<file path="config.mk">
export PLATFORM = sky130hd
export DESIGN_NAME = credito_moedas
export DESIGN_NICKNAME = d
export VERILOG_FILES = /design/src/rtl/credito_moedas.sv
export SDC_FILE = /design/constraint.sdc
export NUM_CORES = 1
export LEC_CHECK = 0
export ABC_CLOCK_PERIOD_IN_PS = 5100
export BUFFER_PORTS_ARGS = -buffer_cell sky130_fd_sc_hd__buf_2
export CELL_PAD_IN_SITES_DETAIL_PLACEMENT = 1
export CELL_PAD_IN_SITES_GLOBAL_PLACEMENT = 1
export CORE_UTILIZATION = 38
export DETAILED_ROUTE_END_ITERATION = 8
export PLACE_DENSITY = 0.71
export RECOVER_POWER = 100
export SYNTH_ARGS = -nofsm -noshare
export SYNTH_HDL_FRONTEND = slang
export SYNTH_SLANG_ARGS = --single-unit
</file>
<file path="constraint.sdc">
create_clock -name clk -period 5.1 [get_ports clk]
set_input_delay 0 -clock clk [delete_from_list [all_inputs] [get_ports clk]]
set_output_delay 0 -clock clk [all_outputs]
set_load 0.05 [all_outputs]
</file>
<file path="src/rtl/credito_moedas.sv">
// Coin credit accumulator with greedy coin-by-coin change payout.
// Optional inactivity auto-refund: define CREDITO_TIMEOUT_EN.
module credito_moedas #(
    parameter int MAX_CREDIT     = 9999,
    parameter int TIMEOUT_CYCLES = 1000000
) (
    input  logic        clk,
    input  logic        rst_n,
    input  logic        moeda_valid,
    input  logic [2:0]  moeda_tipo,
    output logic        moeda_rejeitada,
    input  logic [13:0] preco,
    input  logic        comprar,
    input  logic        cancelar,
    output logic [13:0] centimos,
    output logic        produto,
    output logic        troco_valid,
    output logic [2:0]  troco_tipo,
    input  logic        troco_ready,
    output logic        ocupado
);

    localparam logic ACUM  = 1'b0;
    localparam logic TROCO = 1'b1;

    if (MAX_CREDIT > 16383 || MAX_CREDIT < 0 || TIMEOUT_CYCLES < 2) begin : g_bad_param
        $error("credito_moedas: invalid parameters");
    end

    function automatic logic [13:0] valor(input logic [2:0] t);
        unique case (t)
            3'd0:    valor = 14'd5;
            3'd1:    valor = 14'd10;
            3'd2:    valor = 14'd20;
            3'd3:    valor = 14'd50;
            3'd4:    valor = 14'd100;
            3'd5:    valor = 14'd200;
            default: valor = 14'd0;
        endcase
    endfunction

    // Largest coin not exceeding the remaining credit.
    function automatic logic [2:0] maior(input logic [13:0] c);
        if (c >= 14'd200)      maior = 3'd5;
        else if (c >= 14'd100) maior = 3'd4;
        else if (c >= 14'd50)  maior = 3'd3;
        else if (c >= 14'd20)  maior = 3'd2;
        else if (c >= 14'd10)  maior = 3'd1;
        else                   maior = 3'd0;
    endfunction

    logic        estado, nxt_estado;
    logic [13:0] nxt_cent;
    logic        nxt_rej, nxt_prod, aceite, tout_fire;
    logic [14:0] soma;
    logic        moeda_ok, compra_ok;

    assign soma      = {1'b0, centimos} + {1'b0, valor(moeda_tipo)};
    assign moeda_ok  = (valor(moeda_tipo) != 14'd0) && (soma <= 15'(MAX_CREDIT));
    assign compra_ok = (preco != 14'd0) && (preco % 14'd5 == 14'd0)
                       && (centimos >= preco);
    assign ocupado   = (estado == TROCO);

`ifdef CREDITO_TIMEOUT_EN
    localparam int CW = $clog2(TIMEOUT_CYCLES + 1);
    logic [CW-1:0] cnt;

    assign tout_fire = (estado == ACUM) && (centimos != 14'd0)
                       && (cnt == CW'(TIMEOUT_CYCLES - 1));

    always_ff @(posedge clk or negedge rst_n) begin
        if (!rst_n) begin
            cnt <= '0;
        end else if (estado == TROCO || centimos == 14'd0 || aceite
                     || nxt_estado == TROCO) begin
            cnt <= '0;
        end else begin
            cnt <= cnt + 1'b1;
        end
    end
`else
    assign tout_fire = 1'b0;
`endif

    always_comb begin
        nxt_estado = estado;
        nxt_cent   = centimos;
        nxt_rej    = 1'b0;
        nxt_prod   = 1'b0;
        aceite     = 1'b0;
        if (estado == ACUM) begin
            if (cancelar) begin
                if (centimos != 14'd0) nxt_estado = TROCO;
                nxt_rej = moeda_valid;
            end else if (comprar) begin
                if (compra_ok) begin
                    nxt_cent = centimos - preco;
                    nxt_prod = 1'b1;
                    aceite   = 1'b1;
                    if (centimos != preco) nxt_estado = TROCO;
                end
                nxt_rej = moeda_valid;
            end else if (moeda_valid) begin
                if (moeda_ok) begin
                    nxt_cent = soma[13:0];
                    aceite   = 1'b1;
                end else begin
                    nxt_rej = 1'b1;
                end
            end
            // Auto-refund only when nothing was accepted this cycle.
            if (!aceite && nxt_estado == ACUM && tout_fire) nxt_estado = TROCO;
        end else begin
            nxt_rej = moeda_valid;
            if (troco_valid && troco_ready) begin
                nxt_cent = centimos - valor(troco_tipo);
                if (nxt_cent == 14'd0) nxt_estado = ACUM;
            end
        end
    end

    always_ff @(posedge clk or negedge rst_n) begin
        if (!rst_n) begin
            estado          <= ACUM;
            centimos        <= 14'd0;
            moeda_rejeitada <= 1'b0;
            produto         <= 1'b0;
            troco_valid     <= 1'b0;
            troco_tipo      <= 3'd0;
        end else begin
            estado          <= nxt_estado;
            centimos        <= nxt_cent;
            moeda_rejeitada <= nxt_rej;
            produto         <= nxt_prod;
            troco_valid     <= (nxt_estado == TROCO);
            troco_tipo      <= (nxt_estado == TROCO) ? maior(nxt_cent) : 3'd0;
        end
    end

endmodule

</file>
==> results.json <==
{
  "outcome": "completed",
  "gp_congestion": 0.956,
  "synth_top_area_cell": "dfrtp_1",
  "drt-wirelength-per-cell_um": 20.7,
  "routed_wl_um": 18900,
  "clk_pin_slew_ns": 0.06,
  "syn_area_per_cell_um2": 7.17,
  "synth_fp_nets": 758,
  "cp_data_required_time_ns": 5.22,
  "worstSetupStartpointType": "flip-flop",
  "die_h_um": 117,
  "drive_gt1_share_pct": 14.3,
  "critical_path.max_fanout": 6,
  "min_delay_worst_endpoint": "moeda_rejeitada",
  "maxSlewHeadroom_pct": 19.1,
  "synthCells": 702,
  "period_share_pct": 94.9,
  "rr_worst_depth": 21,
  "synthesis.area_mm2": 0.00504,
  "grt_antenna_before_repair": 0,
  "start_util_pct": 39.4,
  "synth_edf_count": 0,
  "drv_slew": 0,
  "ys_ff_latch": 20,
  "ant_nets": 0,
  "worst_slack_ns": 0.258,
  "synth_ff_type": "dfrtp_1",
  "place_ws_ns": -0.188,
  "cts_inserted_buffers": 3,
  "seq_area_frac_synth_pct": 9.94,
  "yosysWarnings": 0,
  "vias": 5803,
  "regToRegEndpoint": "troco_tipo[1]",
  "die_w_um": 117,
  "area_growth_pct": 12.3,
  "async_flop_share_pct": 100,
  "grt_pass1_vias": 5970,
  "tritoncts": "built",
  "p_total_mw": 2.55,
  "fmax_ghz": 0.207,
  "skew_ns": 0.00275,
  "hold_slack_ns": 0.0447,
  "synth_top_area_share_pct": 9.94,
  "hold_path_class": "in -> reg",
  "ff2ff_setup_slack_ns": 0.26,
  "drt_first_pass_iters": 5,
  "synth-xor-area-share_pct": 4.87,
  "cp-end-kind": "flip-flop",
  "via_per_inst": 6.35,
  "cts.sink_count": 20,
  "netlist_top_cells_area": "dfrtp_1, ha_1, a21oi_1, nand2_1, nor2_1",
  "period_needed_ns": 4.84,
  "path_class": "reg -> reg",
  "core-area_mm2": 0.0128,
  "grt_pass1_wl_um": 30300,
  "drc": 0,
  "synth-adder-area-share_pct": 8.84,
  "holdPathStages": 2,
  "io_pins": 44,
  "drv_cap": 0,
  "clk_latency_ns": 0.26,
  "p_per_area_mw_per_mm2": 450,
  "diodes": 0,
  "finalHoldViolations": 0,
  "rows": 41,
  "r2r_start": "centimos[0]",
  "vdd_drop_max_v": 0.000191,
  "setup_viol": 0,
  "dieArea_mm2": 0.0137,
  "synth_cell_types": 94,
  "detailed_place_hpwl_um": 14800,
  "cts_buffer_depth": 2,
  "gr-total-overflow": 0,
  "synth-compound-area-share_pct": 36.9,
  "hold_path_startpoint": "moeda_valid",
  "synth-simple-area-share_pct": 29.4,
  "synth_top_family_by_area": "compound AO/OA/AOI/OAI gates",
  "worstPathArrival_ns": 4.96,
  "fin_nets": 800,
  "tightest_slew_ns": 1.21,
  "io_buffer_count": 43,
  "drtIter0Drc": 440,
  "leakagePower_nw": 2.32,
  "grt.total_usage_pct": 28.2,
  "cts_root_buf": "clkbuf_16",
  "h-tree-depth": 1,
  "synth_mux_area_share_pct": 2.21,
  "grt_start_max_net_pins": 26
}
critical path, cell delays in order (launching register included):
cell and delay, ns:
dfrtp_2 0.45, ha_1 0.25, fa_1 0.41, a21o_1 0.20, a21oi_1 0.27, o21bai_1 0.09
a21oi_1 0.24, o21ai_0 0.15, a21oi_1 0.21, buf_4 0.16, o211ai_1 0.07, a21boi_0 0.25
a311oi_2 0.08, buf_4 0.17, nand3_1 0.19, nor2_1 0.08, a2111oi_1 0.46, buf_4 0.19
a311o_1 0.18, inv_1 0.12, a211oi_1 0.39, nor4_2 0.07
power by group:
group	switching [mW]	internal (mW)	total, mW
logic	1.26	0.739	2.00
clock network	0.0646	0.104	0.168
registers	0.165	0.211	0.377
total	1.49	1.05	2.55
cell usage in the layout (no fill, tap or decap), types with 12 or more instances in the layout:
cell | netlist | final
clkbuf_1 | 24 | 22
o21ai_0 | 32 | 32
a21o_1 | 18 | 18
ha_1 | 30 | 30
nand4_1 | 13 | 13
nand2b_1 | 15 | 15
o211ai_1 | 12 | 12
a211oi_1 | 15 | 15
nand3_1 | 24 | 24
buf_4 | 5 | 35
dfrtp_1 | 20 | 18
xnor2_1 | 19 | 19
nor2b_1 | 17 | 17
nand2_1 | 56 | 56
buf_2 | 10 | 21
nor2_1 | 52 | 52
nor3_1 | 20 | 18
a21oi_1 | 48 | 48
inv_1 | 44 | 44
metrics by stage:
step | instances | setup TNS, ns | instance area, µm² | utilization, %
finish | 914 | 0 | 5660 | 44.3
CTS | 911 | 0 | 5600 | 43.8
detailed placement | 907 | -0.308 | 5510 | 43.1
floorplan | 702 | 0 | 5040 | -
global placement | 907 | 0 | 5510 | 43.1
global route | 914 | -0.0257 | 5660 | 44.3
cell type report:
class / instances / area (µm²)
sequential: 20 / 503
timing repair buffer: 80 / 472
inverter: 50 / 188
tap: 172 / 215
multi-input combinational: 589 / 4200
clock buffer: 3 / 75.1
fill: 1660 / 7120
per-layer routing:
metal  track usage [%]  vias to the layer above  wire length, µm
li1                  -                     2769                -
met2              50.8                      179             9540
met5                 0                        -                0
met1              34.2                     2801             8040
met3              2.88                       54              699
met4              11.6                        0              644
synth_stat cells, drive strengths merged, types with 15 or more instances:
cell type,instances
buf,19
inv,45
xnor2,19
nor4,16
dfrtp,20
nor3,24
ha,30
nand2b,15
a211oi,16
nand2,56
a21o,18
nand3,25
nor2b,18
a21oi,49
nor2,52
clkbuf,24
o21ai,35
flip-flops by register name, indices dropped and copies added (netlist names):
signal           cells
centimos            14
moeda_rejeitada      1
ocupado              1
produto              1
troco_tipo           3
worst max-delay path by stage:
stage                 from       endpoint  depth (start not counted)
2_1_floorplan  centimos[0]  troco_tipo[0]                         20
3_3_place_gp      preco[9]  troco_tipo[0]                         19
3_5_place_dp      preco[9]  troco_tipo[0]                         19
4_1_cts        centimos[0]  troco_tipo[0]                         21
5_1_grt        centimos[0]  troco_tipo[1]                         20
6_report       centimos[0]  troco_tipo[1]                         21
logic make-up after synthesis:
| group | after synthesis |
|---|---|
| fa+ha+maj | 34 |
| flops | 20 |
| xor+xnor | 28 |
| compound gates | 247 |
| buf+inv | 93 |
| mux | 11 |
| simple gates | 269 |
repair_timing:
item | in CTS | in global routing
hold buffers | 1 | 0
buffers inserted | 0 | 3
pin swaps | 0 | 4
endpoints found under the hold margin | 20 | 0
resized for setup | 1 | 15
endpoints found under the setup margin | 1 | 4
Note: power is estimated with default switching activity, not from simulation.
